## src/rtl/mem_access_unit_pkg.sv

```systemverilog
// Shared encodings and defaults for the MIPS data-memory access path.
// Used by mem_access_unit and mem_lane_align.
package mips_mem_pkg;

    typedef enum logic [1:0] {
        SZ_BYTE = 2'b00,
        SZ_HALF = 2'b01,
        SZ_WORD = 2'b10
    } mem_size_e;

    typedef enum logic [1:0] {
        ST_IDLE = 2'b00,
        ST_REQ  = 2'b01,
        ST_DONE = 2'b10
    } state_e;

    localparam int unsigned DEF_TIMEOUT  = 255;
    localparam logic [31:0] DEF_ERR_DATA = 32'hDEAD_BEEF;

    // Encoding 2'b11 is handled as a word access.
    function automatic logic is_misaligned(input logic [1:0] size, input logic [1:0] lane);
        case (size)
            SZ_BYTE: return 1'b0;
            SZ_HALF: return lane[0];
            default: return lane != 2'b00;
        endcase
    endfunction

endpackage

```

## src/rtl/mem_access_unit_if.sv

```systemverilog
// Request/acknowledge data-memory port of the MEM stage.
// master = access unit, slave = memory.
interface mem_access_unit_if;
    logic        req;
    logic        we;
    logic [31:0] addr;
    logic [3:0]  be;
    logic [31:0] wdata;
    logic        ack;
    logic [31:0] rdata;

    modport master (output req, we, addr, be, wdata, input  ack, rdata);
    modport slave  (input  req, we, addr, be, wdata, output ack, rdata);
endinterface

```

## src/rtl/mem_lane_align.sv

```systemverilog
// Little-endian byte-lane steering for stores and lane extraction/extension for loads.
// Purely combinational; shared with the instruction-fetch path.
module mem_lane_align
    import mips_mem_pkg::*;
(
    input  logic [1:0]  lane,
    input  logic [1:0]  size,
    input  logic        is_unsigned,
    input  logic [31:0] st_data,
    input  logic [31:0] ld_word,
    output logic [3:0]  be,
    output logic [31:0] wdata,
    output logic [31:0] ld_data
);
    logic [31:0] shifted;

    always_comb begin
        // NOTE: every output gets a default first, so no path can infer a latch.
        be      = 4'b1111;
        wdata   = st_data;
        shifted = ld_word;
        ld_data = ld_word;
        case (size)
            SZ_BYTE: begin
                be      = 4'b0001 << lane;
                wdata   = {4{st_data[7:0]}};
                shifted = ld_word >> {lane, 3'b000};
                ld_data = {{24{~is_unsigned & shifted[7]}}, shifted[7:0]};
            end
            SZ_HALF: begin
                be      = lane[1] ? 4'b1100 : 4'b0011;
                wdata   = {2{st_data[15:0]}};
                shifted = ld_word >> {lane[1], 4'b0000};
                ld_data = {{16{~is_unsigned & shifted[15]}}, shifted[15:0]};
            end
            default: ;
        endcase
    end
endmodule

```

## src/rtl/mem_access_unit.sv

```systemverilog
// MEM-stage data-memory access unit: IDLE/REQ/DONE handshake, lane steering, timeout.
// Optional alignment fault detection with `define MEM_ALIGN_CHECK_EN.
module mem_access_unit
    import mips_mem_pkg::*;
#(
    parameter int unsigned TIMEOUT  = DEF_TIMEOUT,  // must be >= 1
    parameter logic [31:0] ERR_DATA = DEF_ERR_DATA
) (
    input  logic                     clk,
    input  logic                     rst,
    input  logic                     MemRead,
    input  logic                     MemWrite,
    input  logic [1:0]               mem_size,
    input  logic                     mem_unsigned,
    input  logic [31:0]              addr,
    input  logic [31:0]              wData,
    output logic                     stall,
    output logic [31:0]              rData_mem,
    output logic                     bus_err,
    mem_access_unit_if.master        dmem
`ifdef MEM_ALIGN_CHECK_EN
    ,
    output logic                     misalign
`endif
);
    localparam int CNT_W = $clog2(TIMEOUT + 1);
    localparam logic [CNT_W-1:0] CNT_MAX = CNT_W'(TIMEOUT);

    state_e            state_q, state_d;
    logic [31:0]       addr_q, wdata_q, rdata_q;
    logic [3:0]        be_q;
    logic [1:0]        lane_q, size_q;
    logic              uns_q, we_q, bus_err_q;
    logic [CNT_W-1:0]  cnt_q;

    logic              access, mis;
    logic [1:0]        lane_sel, size_sel;
    logic [3:0]        lane_be;
    logic [31:0]       lane_wdata, lane_rdata;

    assign access = MemRead | MemWrite;

`ifdef MEM_ALIGN_CHECK_EN
    assign mis = access & is_misaligned(mem_size, addr[1:0]);
`else
    assign mis = 1'b0;
`endif

    // Live inputs drive store steering in IDLE; captured fields drive load extraction afterwards.
    assign lane_sel = (state_q == ST_IDLE) ? addr[1:0] : lane_q;
    assign size_sel = (state_q == ST_IDLE) ? mem_size  : size_q;

    mem_lane_align u_lane_align (
        .lane        (lane_sel),
        .size        (size_sel),
        .is_unsigned (uns_q),
        .st_data     (wData),
        .ld_word     (dmem.rdata),
        .be          (lane_be),
        .wdata       (lane_wdata),
        .ld_data     (lane_rdata)
    );

    always_comb begin
        state_d = state_q;
        case (state_q)
            ST_IDLE: if (access) state_d = mis ? ST_DONE : ST_REQ;
            ST_REQ:  if (dmem.ack || cnt_q == CNT_MAX) state_d = ST_DONE;
            ST_DONE: state_d = ST_IDLE;
            default: state_d = ST_IDLE;
        endcase
    end

    // NOTE: sequential state uses non-blocking assignments so all registers update together.
    always_ff @(posedge clk or posedge rst) begin
        if (rst) begin
            state_q   <= ST_IDLE;
            addr_q    <= '0;
            be_q      <= '0;
            wdata_q   <= '0;
            lane_q    <= '0;
            size_q    <= '0;
            uns_q     <= 1'b0;
            we_q      <= 1'b0;
            cnt_q     <= '0;
            rdata_q   <= '0;
            bus_err_q <= 1'b0;
        end else begin
            state_q   <= state_d;
            bus_err_q <= 1'b0;
            case (state_q)
                ST_IDLE: begin
                    if (access && !mis) begin
                        addr_q  <= {addr[31:2], 2'b00};
                        lane_q  <= addr[1:0];
                        size_q  <= mem_size;
                        uns_q   <= mem_unsigned;
                        we_q    <= MemWrite;
                        be_q    <= lane_be;
                        wdata_q <= lane_wdata;
                        cnt_q   <= CNT_W'(1);
                    end
                end
                ST_REQ: begin
                    if (dmem.ack) begin
                        if (!we_q) rdata_q <= lane_rdata;
                    end else if (cnt_q == CNT_MAX) begin
                        if (!we_q) rdata_q <= ERR_DATA;
                        bus_err_q <= 1'b1;
                    end else begin
                        cnt_q <= cnt_q + CNT_W'(1);
                    end
                end
                default: cnt_q <= '0;
            endcase
        end
    end

`ifdef MEM_ALIGN_CHECK_EN
    logic misalign_q;

    always_ff @(posedge clk or posedge rst) begin
        if (rst) misalign_q <= 1'b0;
        else     misalign_q <= (state_q == ST_IDLE) && mis;
    end

    assign misalign = misalign_q;
`endif

    // Gated by rst so the pipeline is released while reset is held.
    assign stall = ~rst & (((state_q == ST_IDLE) & access) | (state_q == ST_REQ));

    assign dmem.req   = (state_q == ST_REQ);
    assign dmem.we    = dmem.req & we_q;
    assign dmem.addr  = addr_q;
    assign dmem.be    = be_q;
    assign dmem.wdata = wdata_q;

    assign rData_mem = rdata_q;
    assign bus_err   = bus_err_q;
endmodule

```

## src/flat_wrapper.sv

```systemverilog
// flat-port wrapper written by rule: the top's interface ports become plain ports
module mem_access_unit_flat import mips_mem_pkg::*;
#(
    parameter int unsigned TIMEOUT  = DEF_TIMEOUT,                 
    parameter logic [31:0] ERR_DATA = DEF_ERR_DATA
)
  (clk, rst, MemRead, MemWrite, mem_size, mem_unsigned, addr, wData, stall, rData_mem, bus_err, dmem_req, dmem_we, dmem_addr, dmem_be, dmem_wdata, dmem_ack, dmem_rdata);
  mem_access_unit_if dmem_i ();
  input  logic clk;
  input  logic rst;
  input  logic MemRead;
  input  logic MemWrite;
  input  logic [1:0] mem_size;
  input  logic mem_unsigned;
  input  logic [31:0] addr;
  input  logic [31:0] wData;
  output logic stall;
  output logic [31:0] rData_mem;
  output logic bus_err;
  output wire logic [$bits(dmem_i.req)-1:0] dmem_req;
  output wire logic [$bits(dmem_i.we)-1:0] dmem_we;
  output wire logic [$bits(dmem_i.addr)-1:0] dmem_addr;
  output wire logic [$bits(dmem_i.be)-1:0] dmem_be;
  output wire logic [$bits(dmem_i.wdata)-1:0] dmem_wdata;
  input wire logic [$bits(dmem_i.ack)-1:0] dmem_ack;
  input wire logic [$bits(dmem_i.rdata)-1:0] dmem_rdata;
  assign dmem_req = dmem_i.req;
  assign dmem_we = dmem_i.we;
  assign dmem_addr = dmem_i.addr;
  assign dmem_be = dmem_i.be;
  assign dmem_wdata = dmem_i.wdata;
  assign dmem_i.ack = dmem_ack;
  assign dmem_i.rdata = dmem_rdata;
  mem_access_unit #(.TIMEOUT(TIMEOUT), .ERR_DATA(ERR_DATA)) u_core (.clk(clk), .rst(rst), .MemRead(MemRead), .MemWrite(MemWrite), .mem_size(mem_size), .mem_unsigned(mem_unsigned), .addr(addr), .wData(wData), .stall(stall), .rData_mem(rData_mem), .bus_err(bus_err), .dmem(dmem_i));
endmodule
```

## config.mk

```make
export PLATFORM = sky130hd
export DESIGN_NAME = mem_access_unit_flat
export DESIGN_NICKNAME = d
export VERILOG_FILES = /design/src/rtl/mem_access_unit_pkg.sv /design/src/rtl/mem_access_unit_if.sv /design/src/rtl/mem_lane_align.sv /design/src/rtl/mem_access_unit.sv /design/src/flat_wrapper.sv
export SDC_FILE = /design/constraint.sdc
export NUM_CORES = 1
export LEC_CHECK = 0
export ABC_CLOCK_PERIOD_IN_PS = 8600
export CORE_MARGIN = 2
export CORE_UTILIZATION = 49
export CTS_CLUSTER_DIAMETER = 50
export DETAILED_ROUTE_END_ITERATION = 12
export PLACE_DENSITY = 0.86
export SLEW_MARGIN = 0
export SYNTH_ARGS = -nofsm -noshare
export SYNTH_HDL_FRONTEND = slang
export SYNTH_HIERARCHICAL = 1
export SYNTH_SLANG_ARGS = --single-unit
```

## constraint.sdc

```tcl
create_clock -name clk -period 8.6 [get_ports clk]
set_input_delay 2.58 -clock clk [delete_from_list [all_inputs] [get_ports clk]]
set_output_delay 2.58 -clock clk [all_outputs]
set_load 0.1 [all_outputs]
```

==> results.json, run 1 <==
{
  "status": "complete, but fails checks",
  "failed_checks": "DRC",
  "fin_tns_setup_ns": 0,
  "cts.sinks": 115,
  "antenna_cells": 0,
  "maxCapViolations": 0,
  "viasPerCell": 5.62,
  "syn_inst": 619,
  "worst_setup_path_start_kind": "input pin",
  "insertion_delay_ns": 0.41,
  "slew_headroom_pct": 28.8,
  "synth_edf_count": 0,
  "slew_violations": 0,
  "synth_most_common_cell": "nand2_1",
  "cts_resized": 0,
  "max_freq_mhz": 140,
  "via_count": 5336,
  "synth_area_leaders": "dfrtp_1, nand2_1, o22a_2",
  "fin_ws_ns": 1.46,
  "hold_viol_final": 0,
  "slowest_delay_ns": 1.15,
  "antenna_found_initial": 0,
  "stdcell_area_mm2": 0.00833,
  "die_h_um": 113,
  "netlist.area_leader.share_pct": 49.2,
  "overflow": 0,
  "synth_area_leader_cell": "dfrtp_1",
  "core.rowCount": 39,
  "seq_area_frac_synth_pct": 49.2,
  "r2r-end": "u_core/rData_mem[8]$_DFFE_PP0P_",
  "synthTopCellsByCount": "nand2_1, dfrtp_1, o22a_2, nor2b_1, clkbuf_1",
  "finalNetCount": 900,
  "numCtsBuffers": 17,
  "areaGrowthSynthToFinish_pct": 42.5,
  "avgSynthCellArea_um2": 9.44,
  "cts_hold_buf": 0,
  "cp-end-kind": "primary output",
  "tightest_slew_ns": 1.07,
  "layout-drive-gt1-share_pct": 11.5,
  "cpMaxStageDelayCell": "clkdlybuf4s50_1",
  "start_util_pct": 50.8,
  "clock_skew_ns": 0.00895,
  "clk_path_buf_depth": 2,
  "reg2reg_slack_ns": 5.17,
  "grtUsageTotal_pct": 28.7,
  "ys_ff_latch": 115,
  "grt_max_degree": 73,
  "avgRoutedWirePerCell_um": 18.9,
  "port_buffers": 205,
  "required_ns": 6.02,
  "ant_nets": 0,
  "dpl_cell_area_mm2": 0.00781,
  "gp_congestion": 0.892,
  "die-area_mm2": 0.0128,
  "post_cts_buffers": 0,
  "hold_depth": 2,
  "setup_viol": 0,
  "crit_chain": "clkdlybuf4s50_1 -> o21ai_4 -> a21oi_1 -> clkdlybuf4s50_1",
  "post-place-ws_ns": 1.46,
  "tritoncts": "done",
  "place_hpwl_um": 12200,
  "design.core.area_mm2": 0.0115,
  "die_w_um": 113,
  "path_clk_slew_ns": 0.05,
  "htree_num_levels": 4,
  "first_pass_iters": 10,
  "synth_warnings": 6,
  "fillers": 822,
  "r2r_cells": 6,
  "cp_common_cell": "clkdlybuf4s50_1",
  "min_to": "u_core/dmem.wdata[7]$_DFFE_PP0P_",
  "fin_crit_ns": 7.14,
  "crit_fanout": 5,
  "first_iter_violations": 556,
  "crit_family": "buffers and inverters",
  "crit_buf_inv": 2,
  "hold_start": "u_core/dmem.wdata[7]$_DFFE_PP0P_",
  "syn_area_mm2": 0.00585,
  "drc_errors": 8,
  "cp.arrival_ns": 4.56,
  "hold_class": "flop to flop",
  "drt_wl_total_um": 17900,
  "rsz0062_at_grt": "no",
  "synthFlopType": "dfrtp_1",
  "reg2reg_from": "u_core/state_q[0]$_DFFE_PP0P_",
  "grt_pass1_vias": 5382,
  "critPathKind": "input pin to primary output",
  "root_buffer": "clkbuf_16",
  "finalCritPeriodShare_pct": 83.0,
  "ios": 208,
  "async_flop_share_pct": 100,
  "grt_first_pass_wirelength_um": 28600,
  "synth_cell_type_count": 55
}
## worst max-delay path by stage
stage                  start     to  slack, ns  cells past startpoint
floorplan           MemWrite  stall       1.57                      3
global placement    MemWrite  stall       1.48                      4
detailed placement  MemWrite  stall       1.46                      4
CTS                 MemWrite  stall       1.46                      4
global route        MemWrite  stall       1.36                      4
finish              MemWrite  stall       1.46                      4
## layout make-up
class / count / area (um2) / share of cell area [%]
clock buffer: 25 / 485 / 5.83
tap: 143 / 179 / 2.15
clock inverter: 6 / 30.0 / 0.361
multi-input combinational: 447 / 2650 / 31.9
sequential: 115 / 2880 / 34.6
inverter: 5 / 21.3 / 0.255
timing repair buffer: 209 / 2080 / 25.0
## worst min-delay path: stages (launching register included)
cell	delay, ns
dfrtp_1	0.33
nand2_1	0.05
nand2_1	0.05
## stage by stage
| stage | hold WS, ns | utilization (%) | instances |
|---|---|---|---|
| 6_report | 0.468 | 72.3 | 950 |
| 5_1_grt | 0.496 | 72.3 | 950 |
| 4_1_cts | 0.473 | 72.3 | 950 |
| 3_5_place_dp | 0.459 | 67.8 | 919 |
| 3_3_place_gp | 0.453 | 67.8 | 919 |
| 2_1_floorplan | 0.442 | - | 620 |
## cells in the final DEF (no fill, tap or decap), types with 8 or more instances in the layout
cell type and n:
mux2_4 8, clkdlybuf4s50_1 205, o22a_2 24, mux2i_1 16, nor2_1 13, a22o_1 9, a22oi_1 8, nor2b_1 19
o22ai_1 16, clkbuf_16 17, dfrtp_1 115, mux2_2 15, nand2_1 236, o21ai_0 13, o221ai_1 8
## layer usage
metal  vias to the layer above  track usage (%)  part of all wire [%]
met5                         -                0                     0
met4                         0             13.2                   3.4
met3                        54             9.43                   9.2
met2                       300             46.1                    49
met1                      2523             35.4                    38
li1                       2459                -                     -
## logic make-up (layout without fill, tap and decap cells)
logic type      Yosys count  count (layout)  share of synthesized area (%)
compound gates          112             112                           15.8
fa+ha+maj                 1               1                          0.214
buf+inv                  58             245                           5.67
flops                   115             115                           49.2
mux                      39              39                           7.68
other cells               1               2                         0.0642
simple gates            293             293                           21.3
## sequential cells by signal, indices dropped and copies added (netlist names)
register and cells:
u_core/dmem.wdata 32, u_core/rData_mem 32, u_core/dmem.addr 30, u_core/cnt_q 8, u_core/dmem.be 4, u_core/lane_q 2, u_core/size_q 2, u_core/state_q 2
u_core/bus_err 1, u_core/uns_q 1, u_core/we_q 1
Power of run 1 is not shown: default switching activity piles up to over one toggle a cycle in this logic, so the estimate is an artifact.
==> run 2: changes to the inputs <==
--- a/config.mk
+++ b/config.mk
@@ -5,12 +5,12 @@
 export SDC_FILE = /design/constraint.sdc
 export NUM_CORES = 1
 export LEC_CHECK = 0
-export ABC_CLOCK_PERIOD_IN_PS = 8600
+export ABC_CLOCK_PERIOD_IN_PS = 6000
 export CORE_MARGIN = 2
-export CORE_UTILIZATION = 49
+export CORE_UTILIZATION = 41
 export CTS_CLUSTER_DIAMETER = 50
 export DETAILED_ROUTE_END_ITERATION = 12
-export PLACE_DENSITY = 0.86
+export PLACE_DENSITY = 0.77
 export SLEW_MARGIN = 0
 export SYNTH_ARGS = -nofsm -noshare
 export SYNTH_HDL_FRONTEND = slang
==> constraint.sdc (replaced) <==
create_clock -name clk -period 6 [get_ports clk]
set_input_delay 1.8 -clock clk [delete_from_list [all_inputs] [get_ports clk]]
set_output_delay 1.8 -clock clk [all_outputs]
set_load 0.1 [all_outputs]
==> run 2 against run 1 <==
  * Clock-buffer cell count decreased by 3
  * Via count fell by 0.99%
  * Register-to-register slack got worse by 2.5 ns
  * Sequential share of layout area decreased by 0.48 points
  * First-iteration DRC count shrank 18%
  * Cell count rose by 4.1%
  * Critical endpoint unchanged
  * The run now ends clean
  * Sequential cell count unchanged
==> results.json, run 2 (synthesis results as in run 1) <==
{
  "status": "finished, final reports clean",
  "place_hpwl_um": 12700,
  "hold_ws_ns": 0.468,
  "tightest_slew_ns": 1.05,
  "cts_hold_buf": 0,
  "maxCapViolations": 0,
  "worst_setup_path_start_kind": "input pin",
  "port_buffers": 205,
  "overflow": 0,
  "cts.sinks": 115,
  "path_clk_slew_ns": 0.05,
  "post_cts_buffers": 0,
  "fin_cells": 989,
  "design.core.area_mm2": 0.0139,
  "viasPerCell": 5.34,
  "rsz0062_at_grt": "no",
  "areaGrowthSynthToFinish_pct": 44.5,
  "die_h_um": 123,
  "via_count": 5283,
  "hold_class": "flop to flop",
  "slew_headroom_pct": 29.9,
  "cp-end-kind": "primary output",
  "cpMaxStageDelayCell": "clkdlybuf4s50_1",
  "htree_num_levels": 4,
  "crit_chain": "clkdlybuf4s50_1 -> o21ai_4 -> a21oi_1 -> buf_4",
  "max_freq_mhz": 211,
  "cts_resized": 0,
  "avgRoutedWirePerCell_um": 17.9,
  "clk_path_buf_depth": 2,
  "critPathKind": "input pin to primary output",
  "finalCritPeriodShare_pct": 79.1,
  "antenna_cells": 0,
  "drc_errors": 0,
  "gp_congestion": 0.904,
  "use_met3_pct": 6.46,
  "ant_nets": 0,
  "layout-drive-gt1-share_pct": 12.2,
  "fin_crit_ns": 4.75,
  "grtUsageTotal_pct": 23.9,
  "grtUsageMet2_pct": 38.6,
  "first_iter_violations": 458,
  "reg2reg_slack_ns": 2.71,
  "fin_tns_setup_ns": 0,
  "finalNetCount": 901,
  "setup_viol": 0,
  "core.rowCount": 43,
  "grt_pass1_vias": 5333,
  "start_util_pct": 42.1,
  "die-area_mm2": 0.0152,
  "clock_skew_ns": 0.00820,
  "drt_wl_total_um": 17700,
  "slew_violations": 0,
  "place_inst": 957,
  "grt_first_pass_wirelength_um": 27800,
  "r2r_cells": 6,
  "insertion_delay_ns": 0.41,
  "ios": 208,
  "tritoncts": "done",
  "crit_fanout": 5,
  "grt_max_degree": 73,
  "antenna_found_initial": 0,
  "cp.arrival_ns": 2.95,
  "slowest_delay_ns": 0.59,
  "hold_depth": 2,
  "required_ns": 4.20,
  "use_met1_pct": 30.4,
  "die_w_um": 123,
  "most-common-layout-cells": "nand2_1, clkdlybuf4s50_1, dfrtp_1",
  "globalRoute.busiestLayer": "met2",
  "numCtsBuffers": 17,
  "first_pass_iters": 5,
  "root_buffer": "clkbuf_16",
  "hold_viol_final": 0,
  "layout_commonest_cell": "nand2_1"
}
-- run 2: final cells by class --
type	instances	area (um2)
flip-flops and latches	115	2880
clock inverters	10	106
inverters	5	21.3
fillers	1189	5440
clock buffers	22	474
repair buffers	210	2090
well taps	180	225
multi-input cells	447	2650
-- run 2: worst paths after layout --
| path | start | endpoint |
|---|---|---|
| min in group asynchronous | rst | u_core/cnt_q[0]$_DFFE_PP0P_ |
| worst max-delay path | MemWrite | stall |
| worst max register to register | u_core/state_q[0]$_DFFE_PP0P_ | u_core/rData_mem[11]$_DFFE_PP0P_ |
| worst min register to register | u_core/dmem.be[3]$_DFFE_PP0P_ | u_core/dmem.be[3]$_DFFE_PP0P_ |
| worst min-delay path | u_core/dmem.be[3]$_DFFE_PP0P_ | u_core/dmem.be[3]$_DFFE_PP0P_ |
| max in group asynchronous | rst | u_core/rData_mem[1]$_DFFE_PP0P_ |
-- run 2: critical path: cells and delay by family --
kind                   cells  cell delay, ns
AOI/OAI and AO/OA          2            0.24
buffers and inverters      2            0.90
-- run 2: metal layers --
| metal | up-vias | share of wire, % |
|---|---|---|
| li1 | 2469 | - |
| met1 | 2583 | 41 |
| met2 | 199 | 50 |
| met3 | 32 | 6.6 |
| met4 | 0 | 2.5 |
| met5 | - | 0 |
-- run 2: through the flow --
stage,worst slack [ns],util (%),instance area (um2)
global route,1.19,60.8,8440
global placement,1.27,56.7,7860
CTS,1.25,60.8,8440
finish,1.25,60.8,8440
detailed placement,1.25,56.7,7860
floorplan,0.527,-,5850
Power of run 2 is left out for the same reason.
==> run 3: changes to the inputs <==
--- a/config.mk
+++ b/config.mk
@@ -5,12 +5,12 @@
 export SDC_FILE = /design/constraint.sdc
 export NUM_CORES = 1
 export LEC_CHECK = 0
-export ABC_CLOCK_PERIOD_IN_PS = 6000
+export ABC_CLOCK_PERIOD_IN_PS = 4900
 export CORE_MARGIN = 2
-export CORE_UTILIZATION = 41
+export CORE_UTILIZATION = 45
 export CTS_CLUSTER_DIAMETER = 50
 export DETAILED_ROUTE_END_ITERATION = 12
-export PLACE_DENSITY = 0.77
+export PLACE_DENSITY = 0.8
 export SLEW_MARGIN = 0
 export SYNTH_ARGS = -nofsm -noshare
 export SYNTH_HDL_FRONTEND = slang
==> constraint.sdc (replaced) <==
create_clock -name clk -period 4.9 [get_ports clk]
set_input_delay 1.47 -clock clk [delete_from_list [all_inputs] [get_ports clk]]
set_output_delay 1.47 -clock clk [all_outputs]
set_load 0.1 [all_outputs]
==> run 3 against run 2 <==
  * First-iteration DRC count fell by 2.6%
  * Worst hold slack improved by 0.0011 ns
  * Critical path type unchanged
  * Critical path depth did not move
  * Sequential share of layout area rose by 0.051 points
  * Wire length rose by 0.13%
  * Utilization rose by 5.7 points
==> results.json, run 3 (synthesis results as in run 1) <==
{
  "status": "finished, final reports clean",
  "wl_met3_um": 1180,
  "viasPerCell": 5.35,
  "post_cts_buffers": 0,
  "r2r_cells": 6,
  "required_ns": 3.43,
  "finalNetCount": 902,
  "root_buffer": "clkbuf_16",
  "tritoncts": "done",
  "multiInputGateArea_mm2": 0.00265,
  "grt_pass1_vias": 5473,
  "hold_start": "u_core/dmem.addr[31]$_DFFE_PP0P_",
  "gp_congestion": 0.896,
  "die_w_um": 118,
  "fin_crit_ns": 4.08,
  "port_buffers": 205,
  "reg2reg_from": "u_core/state_q[0]$_DFFE_PP0P_",
  "first_iter_violations": 446,
  "hold_depth": 2,
  "dr_wl_met2_um": 8730,
  "r2r-end": "u_core/rData_mem[15]$_DFFE_PP0P_",
  "slew_violations": 0,
  "die_h_um": 118,
  "clk_path_buf_depth": 2,
  "slew_headroom_pct": 29.3,
  "areaGrowthSynthToFinish_pct": 44.2,
  "core.rowCount": 41,
  "path_clk_slew_ns": 0.05,
  "min_to": "u_core/dmem.addr[31]$_DFFE_PP0P_",
  "drt-met1-wl_um": 7120,
  "routed.top_layer": "met4",
  "place_hpwl_um": 12300,
  "most-common-layout-cells": "nand2_1, clkdlybuf4s50_1, dfrtp_1",
  "critPathKind": "input pin to primary output",
  "insertion_delay_ns": 0.42,
  "hold_viol_final": 0,
  "drt_wl_total_um": 17700,
  "crit_fanout": 5,
  "reg2reg_slack_ns": 2.00,
  "ios": 208,
  "ant_nets": 0,
  "cts_resized": 0,
  "antenna_cells": 0,
  "antenna_found_initial": 0,
  "fillers": 1057,
  "tightest_slew_ns": 1.06,
  "layout-drive-gt1-share_pct": 12.0,
  "hold_class": "flop to flop",
  "layout_commonest_cell": "nand2_1",
  "via_count": 5247,
  "grt_first_pass_wirelength_um": 28300,
  "htree_num_levels": 4,
  "maxCapViolations": 0,
  "grtUsageTotal_pct": 25.7,
  "overflow": 0,
  "grt_max_degree": 73,
  "rsz0062_at_grt": "no",
  "cp.arrival_ns": 2.61,
  "cp-end-kind": "primary output",
  "clock_skew_ns": 0.00507,
  "start_util_pct": 46.1,
  "regArea_mm2": 0.00288,
  "max_freq_mhz": 245,
  "setup_viol": 0,
  "cts_hold_buf": 0,
  "fin_tns_setup_ns": 0,
  "die-area_mm2": 0.0139,
  "cts.sinks": 115,
  "worst_setup_path_start_kind": "input pin",
  "finalCritPeriodShare_pct": 83.2,
  "first_pass_iters": 6,
  "design.core.area_mm2": 0.0127,
  "drc_errors": 0,
  "numCtsBuffers": 17,
  "avgRoutedWirePerCell_um": 18.1
}
run 3: how the worst max path moves through the flow:
stage | from | endpoint | slack [ns] | cells after the start
floorplan | MemWrite | stall | 0.09 | 3
global placement | MemWrite | stall | 0.84 | 4
detailed placement | MemWrite | stall | 0.83 | 4
CTS | MemWrite | stall | 0.82 | 4
global route | MemWrite | stall | 0.77 | 4
finish | MemWrite | stall | 0.82 | 4
run 3: cell type report:
type | count | share of cell area [%]
clock buffers | 25 | 5.76
clock inverters | 5 | 0.623
well taps | 172 | 2.55
flip-flops and latches | 115 | 34.1
repair buffers | 211 | 25.2
multi-input cells | 447 | 31.5
inverters | 5 | 0.252
run 3: worst max-delay path: stages:
cell and delay, ns:
clkdlybuf4s50_1 0.59, o21ai_4 0.09, a21oi_1 0.24, buf_12 0.21
run 3: metal layers:
layer  up-vias  global-route usage, %
met5         -                      0
met4         0                   13.3
met3        47                   7.80
met2       210                   42.1
met1      2532                   30.6
li1       2458                      -
run 3: per-stage QoR:
step	instance area [um2]	hold WS (ns)	cells	worst slack (ns)	utilization [%]
after global routing	8430	0.494	980	0.773	66.5
after detailed placement	7890	0.461	950	0.826	62.3
after floorplan	5850	0.442	620	0.0872	-
after CTS	8430	0.474	980	0.819	66.5
final	8430	0.469	980	0.823	66.5
after global placement	7890	0.453	950	0.842	62.3
Power of run 3 is left out for the same reason.
